==> src/rtl/ps2_scancode_rx_if.sv <==
// Pin, read-port and status bundle for the PS/2 scancode receiver.
// Read handshake: data_valid means rd_data holds the FIFO head; the head is consumed
// on any clock edge where rd_en=1 and data_valid=1, and rd_en while data_valid=0 is ignored.
interface ps2_scancode_rx_if #(
  parameter int DEPTH = 16
);
  logic                     ps2_clk;
  logic                     ps2_dat;
  logic                     rd_en;
  logic                     clr_err;
  logic [7:0]               rd_data;
  logic                     data_valid;
  logic [$clog2(DEPTH):0]   count;
  logic                     irq;
  logic                     parity_err;
  logic                     frame_err;
  logic                     overflow;
  logic [1:0]               fsm_state;

  modport slave (
    input  ps2_clk, ps2_dat, rd_en, clr_err,
    output rd_data, data_valid, count, irq, parity_err, frame_err, overflow, fsm_state
  );

  modport master (
    output ps2_clk, ps2_dat, rd_en, clr_err,
    input  rd_data, data_valid, count, irq, parity_err, frame_err, overflow, fsm_state
  );
endinterface

==> src/rtl/ps2_scancode_rx.sv <==
// PS/2 device-to-host frame receiver: pin synchronizers, clock glitch filter,
// frame FSM with idle timeout, and a first-word-fall-through scancode FIFO.
module ps2_scancode_rx #(
  parameter int DEPTH          = 16,
  parameter int SYNC_STAGES    = 2,
  parameter int FILTER_LEN     = 4,
  parameter int TIMEOUT_CYCLES = 5000
) (
  input  logic               clock,
  input  logic               reset,
  ps2_scancode_rx_if.slave   bus
);
  localparam int AW = $clog2(DEPTH);
  localparam int CW = AW + 1;
  localparam int FW = $clog2(FILTER_LEN + 1);
  localparam int TW = $clog2(TIMEOUT_CYCLES + 1);

  typedef enum logic [1:0] {S_IDLE, S_DATA, S_PARITY, S_STOP} state_t;

  logic [SYNC_STAGES-1:0] clk_sync_q, dat_sync_q;
  logic                   clk_s, dat_s;
  logic                   filt_q, filt_prev_q, fall;
  logic [FW-1:0]          filt_cnt_q;

  state_t                 state_q, state_d;
  logic [2:0]             idx_q, idx_d;
  logic [7:0]             shift_q, shift_d;
  logic                   par_q, par_d;
  logic [TW-1:0]          tmo_q, tmo_d;
  logic                   push, set_perr, set_ferr;

  logic [7:0]             mem [DEPTH];
  logic [AW-1:0]          wr_ptr_q, rd_ptr_q;
  logic [CW-1:0]          count_q;
  logic                   pop, full, do_push, drop;
  logic                   perr_q, ferr_q, ovf_q;

  always_ff @(posedge clock or negedge reset) begin
    if (!reset) begin
      clk_sync_q <= '1;
      dat_sync_q <= '1;
    end else begin
      clk_sync_q <= {clk_sync_q[SYNC_STAGES-2:0], bus.ps2_clk};
      dat_sync_q <= {dat_sync_q[SYNC_STAGES-2:0], bus.ps2_dat};
    end
  end

  assign clk_s = clk_sync_q[SYNC_STAGES-1];
  assign dat_s = dat_sync_q[SYNC_STAGES-1];

  // The filtered level flips on the FILTER_LEN-th consecutive sample that disagrees with it.
  always_ff @(posedge clock or negedge reset) begin
    if (!reset) begin
      filt_q      <= 1'b1;
      filt_prev_q <= 1'b1;
      filt_cnt_q  <= '0;
    end else begin
      filt_prev_q <= filt_q;
      if (clk_s == filt_q) begin
        filt_cnt_q <= '0;
      end else if (filt_cnt_q == FW'(FILTER_LEN - 1)) begin
        filt_q     <= clk_s;
        filt_cnt_q <= '0;
      end else begin
        filt_cnt_q <= filt_cnt_q + FW'(1);
      end
    end
  end

  assign fall = filt_prev_q & ~filt_q;

  always_ff @(posedge clock or negedge reset) begin
    if (!reset) begin
      state_q <= S_IDLE;
      idx_q   <= '0;
      shift_q <= '0;
      par_q   <= 1'b0;
      tmo_q   <= '0;
    end else begin
      state_q <= state_d;
      idx_q   <= idx_d;
      shift_q <= shift_d;
      par_q   <= par_d;
      tmo_q   <= tmo_d;
    end
  end

  always_comb begin
    state_d  = state_q;
    idx_d    = idx_q;
    shift_d  = shift_q;
    par_d    = par_q;
    tmo_d    = '0;
    push     = 1'b0;
    set_perr = 1'b0;
    set_ferr = 1'b0;
    case (state_q)
      S_IDLE: begin
        if (fall && !dat_s) begin
          state_d = S_DATA;
          idx_d   = '0;
          shift_d = '0;
        end
      end
      S_DATA: begin
        if (fall) begin
          shift_d[idx_q] = dat_s;
          if (idx_q == 3'd7) state_d = S_PARITY;
          else               idx_d   = idx_q + 3'd1;
        end
      end
      S_PARITY: begin
        if (fall) begin
          par_d   = dat_s;
          state_d = S_STOP;
        end
      end
      S_STOP: begin
        if (fall) begin
          push     = dat_s & (^{shift_q, par_q});
          set_perr = ~(^{shift_q, par_q});
          set_ferr = ~dat_s;
          state_d  = S_IDLE;
        end
      end
      default: state_d = S_IDLE;
    endcase
    // Mid-frame idle watchdog; any falling edge restarts it through the zero default.
    if (state_q != S_IDLE && !fall) begin
      tmo_d = tmo_q + TW'(1);
      if (tmo_d == TW'(TIMEOUT_CYCLES)) begin
        state_d  = S_IDLE;
        set_ferr = 1'b1;
        tmo_d    = '0;
      end
    end
  end

  assign pop     = bus.rd_en && (count_q != '0);
  assign full    = (count_q == CW'(DEPTH));
  assign do_push = push && (!full || pop);
  assign drop    = push && full && !pop;

  always_ff @(posedge clock) begin
    if (do_push) mem[wr_ptr_q] <= shift_q;
  end

  always_ff @(posedge clock or negedge reset) begin
    if (!reset) begin
      wr_ptr_q <= '0;
      rd_ptr_q <= '0;
      count_q  <= '0;
      perr_q   <= 1'b0;
      ferr_q   <= 1'b0;
      ovf_q    <= 1'b0;
    end else begin
      if (do_push) wr_ptr_q <= wr_ptr_q + AW'(1);
      if (pop)     rd_ptr_q <= rd_ptr_q + AW'(1);
      case ({do_push, pop})
        2'b10:   count_q <= count_q + CW'(1);
        2'b01:   count_q <= count_q - CW'(1);
        default: count_q <= count_q;
      endcase
      perr_q <= set_perr | (perr_q & ~bus.clr_err);
      ferr_q <= set_ferr | (ferr_q & ~bus.clr_err);
      ovf_q  <= drop     | (ovf_q  & ~bus.clr_err);
    end
  end

  // Head is gated so an empty FIFO presents 0x00 rather than stale or unwritten storage.
  assign bus.data_valid = (count_q != '0);
  assign bus.irq        = (count_q != '0);
  assign bus.rd_data    = (count_q != '0) ? mem[rd_ptr_q] : 8'h00;
  assign bus.count      = count_q;
  assign bus.parity_err = perr_q;
  assign bus.frame_err  = ferr_q;
  assign bus.overflow   = ovf_q;
  assign bus.fsm_state  = state_q;
endmodule

==> src/flat_wrapper.sv <==
// flat-port wrapper written by rule: the top's interface ports become plain ports
module ps2_scancode_rx_flat 
#(
  parameter int DEPTH          = 16,
  parameter int SYNC_STAGES    = 2,
  parameter int FILTER_LEN     = 4,
  parameter int TIMEOUT_CYCLES = 5000
)
  (clock, reset, bus_ps2_clk, bus_ps2_dat, bus_rd_en, bus_clr_err, bus_rd_data, bus_data_valid, bus_count, bus_irq, bus_parity_err, bus_frame_err, bus_overflow, bus_fsm_state);
  ps2_scancode_rx_if #(.DEPTH(DEPTH)) bus_i ();
  input  logic clock;
  input  logic reset;
  input wire logic [$bits(bus_i.ps2_clk)-1:0] bus_ps2_clk;
  input wire logic [$bits(bus_i.ps2_dat)-1:0] bus_ps2_dat;
  input wire logic [$bits(bus_i.rd_en)-1:0] bus_rd_en;
  input wire logic [$bits(bus_i.clr_err)-1:0] bus_clr_err;
  output wire logic [$bits(bus_i.rd_data)-1:0] bus_rd_data;
  output wire logic [$bits(bus_i.data_valid)-1:0] bus_data_valid;
  output wire logic [$bits(bus_i.count)-1:0] bus_count;
  output wire logic [$bits(bus_i.irq)-1:0] bus_irq;
  output wire logic [$bits(bus_i.parity_err)-1:0] bus_parity_err;
  output wire logic [$bits(bus_i.frame_err)-1:0] bus_frame_err;
  output wire logic [$bits(bus_i.overflow)-1:0] bus_overflow;
  output wire logic [$bits(bus_i.fsm_state)-1:0] bus_fsm_state;
  assign bus_i.ps2_clk = bus_ps2_clk;
  assign bus_i.ps2_dat = bus_ps2_dat;
  assign bus_i.rd_en = bus_rd_en;
  assign bus_i.clr_err = bus_clr_err;
  assign bus_rd_data = bus_i.rd_data;
  assign bus_data_valid = bus_i.data_valid;
  assign bus_count = bus_i.count;
  assign bus_irq = bus_i.irq;
  assign bus_parity_err = bus_i.parity_err;
  assign bus_frame_err = bus_i.frame_err;
  assign bus_overflow = bus_i.overflow;
  assign bus_fsm_state = bus_i.fsm_state;
  ps2_scancode_rx #(.DEPTH(DEPTH), .SYNC_STAGES(SYNC_STAGES), .FILTER_LEN(FILTER_LEN), .TIMEOUT_CYCLES(TIMEOUT_CYCLES)) u_core (.clock(clock), .reset(reset), .bus(bus_i));
endmodule
==> config.mk <==
export PLATFORM = sky130hd
export DESIGN_NAME = ps2_scancode_rx_flat
export DESIGN_NICKNAME = d
export VERILOG_FILES = /design/src/rtl/ps2_scancode_rx_if.sv /design/src/rtl/ps2_scancode_rx.sv /design/src/flat_wrapper.sv
export SDC_FILE = /design/constraint.sdc
export NUM_CORES = 1
export LEC_CHECK = 0
export CORE_ASPECT_RATIO = 0.9
export CORE_MARGIN = 8
export CORE_UTILIZATION = 31
export CTS_CLUSTER_SIZE = 16
export DETAILED_ROUTE_END_ITERATION = 16
export DONT_BUFFER_PORTS = 1
export PLACE_DENSITY = 0.52
export SETUP_SLACK_MARGIN = 0.1
export SLEW_MARGIN = 20
export SYNTH_ARGS = -nofsm -noshare
export SYNTH_HDL_FRONTEND = slang
export SYNTH_SLANG_ARGS = --single-unit
export TNS_END_PERCENT = 5
==> constraint.sdc <==
create_clock -name clock -period 7.6 [get_ports clock]
set_input_delay 2.28 -clock clock [delete_from_list [all_inputs] [get_ports clock]]
set_output_delay 2.28 -clock clock [all_outputs]
set_load 0.03 [all_outputs]
==> results.md <==
- Largest stage delay on the critical path: a little over 0.6 ns
- Fmax: 0.199 GHz
- Syn Nets: 502
- Power Density: between 300 and 400 nW/um^2
- XOR/XNOR Fraction of Synth Area: 0.0306
- Die Wd: 184 um
- Hold depth: 0
- Peak VDD IR: 218 uV
- Vias/cell: just under 5
- DRC viols: 0
- FF-to-FF path depth: 10
- Total track usage: 0.109
- Hold-fix buffer count after cts: 0
- Root Driver: clkbuf_16
- GP Congestion: 0.769
- Final hold vios: 0
- TritonCTS Sinks: 180
- Period utilization: 0.660
- Wirelength per Cell: around 19 um
- Initial Utilization: 0.314
- CP Max Fanout: 35
- Postcts setup bufs: 0
- Status: finished, final reports clean
- Remaining Overflow, GRT: 0
- Yosys warning total: 0
- FP Rows: 55
- Simple-gate share of the synthesized area: 0.0980
- Post-route ant nets: 0
- Vias: ~4000
- Post-layout minimum cycle time: around 5 ns
- Leakage: about 3.0 nW
- Synth Area in Compound Gates: 0.0485
- Layout cells sized above 1: 0.207
- Worst path most repeated cell: mux4_2
- Tightest Hold Check Type: reg -> reg
- Critical-path top delay cell: mux4_2
- Die Y: 167 um
- Initial antenna violation count: 0
- 1st-pass router iterations: 5
- RSZ-0062 raised after global routing: false
- CTS tree: yes
- Area grow syn2layout: 12.4%
- CP Capture Type: output port
- Antenna Cells: 0
- Multiplexer area fraction after synthesis: 0.133
- Core area: 25000 sq um
- Prevailing post-synth register cell: edfxtp_1
- Final-report max-slew violation count: 0
- #FFs+latches synth: 180
- Vias in the first global route: ~4200
- Sequential area share after synthesis: 0.655
- I/O Buffers: 0
- # H-tree levels: 4
- HPWL reported at the end of detailed placement: between 10 and 15 mm
- Largest family of logic cells by synthesized area: multiplexers
- First-pass GRT wire length: about 25 mm
- CTS max path bufs: 2
- Critical path type: reg -> out
- Die area: ~31000 sq um
- Mean Syn Cell Area: about 16 sq um
- Clock slew seen by the registers of the worst setup and hold paths: approximately 0.08 ns
- Startpoint types: flop
- CTS buffer count: 17
- Post-Layout Cell Count: 840
- Yosys cell types: 64
- Net count, final: 502
- Mapped Area: approximately 7900 sq um
- Post_cts resized: 0
- CP cell instances: buf_4, mux4_2, mux4_2, and2_1
- Max_cap viols: 0
- Number of synthesized flops with an enable pin: 128
- Pin slew with the least headroom to its limit: roughly 0.72 ns
- Post-Syn Instances: roughly 490
- # setup viols final: 0
- Initial DRC count: ~340
- Placed cells: ~810
- Final wirelength: roughly 16 mm
- Worst-Skew Late Latency: 0.43 ns
- Largest net degree at the start of global routing: 53
- Adder-cell share of the synthesized area: 0.0175
- Fraction of registers with async set/reset: 0.289
- Final setup TNS: 0 ns
- Clk_skew: 0.0119 ns
- IO Pins: 26
- Required @ worst endpoint: between 5 and 6 ns
- Relative slew slack: 0.521
- Crit path DAT: about 2.7 ns
[metrics by stage]
stage          cell area [sq um]   util  setup slack (ns)  power (mW)  hold WS, ns
2_1_floorplan               7860      -              3.27        2.09        0.345
3_3_place_gp                8220  0.328              3.03        2.26        0.350
3_5_place_dp                8220  0.328              3.00        2.28        0.351
4_1_cts                     8840  0.353              2.52        3.18        0.362
5_1_grt                     8840  0.353              2.44        3.31        0.370
6_report                    8840  0.353              2.58        3.14        0.362
[critical path: cells and delay by family, from the launching register on]
family	cells	cell delay [ns]
AND/OR/NAND/NOR	1	0.28
multiplexers	2	1.10
flip-flops	1	0.35
buffers and inverters	1	0.54
[path summary, 6_finish.rpt]
kind / end / slack, ns / from
worst max register to register: u_core.bus.count[4] / 4.25 / u_core.shift_q[4]
max in group asynchronous: u_core.filt_q / 5.88 / reset
worst max-delay path: bus_rd_data[7] / 2.58 / u_core.rd_ptr_q[0]
worst min-delay path: u_core.clk_sync_q[1] / 0.36 / u_core.clk_sync_q[0]
min in group asynchronous: u_core.tmo_q[1] / 1.54 / reset
worst min register to register: u_core.clk_sync_q[1] / 0.36 / u_core.clk_sync_q[0]
[Yosys cell counts (3+ instances only)]
cell      number  area share
xnor2_1       11       0.012
dfstp_2        6       0.020
a21oi_1       10      0.0064
clkbuf_1      14      0.0067
nor2_1        20      0.0095
nor3_1         9      0.0057
nand4_1        6      0.0048
ha_1          11       0.018
xor2_1        11       0.012
mux2i_1        3      0.0038
nor4b_1        3      0.0033
dfrtp_1       46        0.15
nor2b_1        3      0.0024
nand3_1        7      0.0045
nand2b_1       4      0.0032
o31ai_1        4      0.0038
edfxtp_1     128        0.49
inv_1          9      0.0043
nor3b_1        3      0.0029
and2_1        24       0.019
nand2_1       26       0.012
a31oi_1        6      0.0048
or3_1          4      0.0032
a22o_1         3      0.0033
mux4_2        40        0.11
mux2_2         3      0.0043
and4_1         5      0.0056
buf_2          4      0.0025
o21ai_0       18       0.011
[cell families after synthesis]
| group | after synthesis |
|---|---|
| flops | 180 |
| simple gates | 132 |
| compound gates | 56 |
| mux | 51 |
| buf+inv | 31 |
| xor+xnor | 24 |
| fa+ha+maj | 11 |
[cell usage in the layout (no fill, tap or decap), drive strengths merged, types with 5 or more instances in the layout]
cell type,instances
a21oi,10
a31oi,6
and2,24
and4,6
clkbuf,17
clkinv,8
dfrtp,46
dfstp,6
edfxtp,128
ha,11
inv,16
mux2,6
mux2i,5
mux4,40
nand2,26
nand3,7
nand4,6
nor2,22
nor3,10
nor4b,5
o21ai,19
xnor2,11
xor2,11
[power breakdown]
part	internal, mW	switching, mW	total (mW)
clock	0.453	0.440	0.893
sequential	1.19	0.221	1.41
combinational	0.396	0.438	0.835
[per-layer routing]
| metal | global-route usage | wire (um) | up-vias |
|---|---|---|---|
| li1 | - | - | 1887 |
| met1 | 0.145 | 7530 | 2110 |
| met2 | 0.168 | 7660 | 85 |
| met3 | 0.0263 | 628 | 13 |
| met4 | 0.0414 | 227 | 0 |
| met5 | 0 | 0 | - |
[flip-flops by register name (all words and copies together), names as in the netlist]
| name | flops |
|---|---|
| u_core.mem | 128 |
| u_core.tmo_q | 13 |
| u_core.shift_q | 8 |
| u_core.bus.count | 5 |
| u_core.rd_ptr_q | 4 |
| u_core.wr_ptr_q | 4 |
| u_core.filt_cnt_q | 3 |
| u_core.idx_q | 3 |
| u_core.bus.fsm_state | 2 |
| u_core.clk_sync_q | 2 |
| u_core.dat_sync_q | 2 |
| u_core.bus.frame_err | 1 |
| u_core.bus.overflow | 1 |
| u_core.bus.parity_err | 1 |
| u_core.filt_prev_q | 1 |
| u_core.filt_q | 1 |
| u_core.par_q | 1 |
[layout make-up]
class	count	area, sq um
fill	2375	16200
timing repair buffer	3	22.5
clock buffer	17	425
inverter	9	33.8
multi-input combinational	274	2580
clock inverter	15	199
tap	342	428
sequential	180	5150
(Power assumes the default switching activity.)
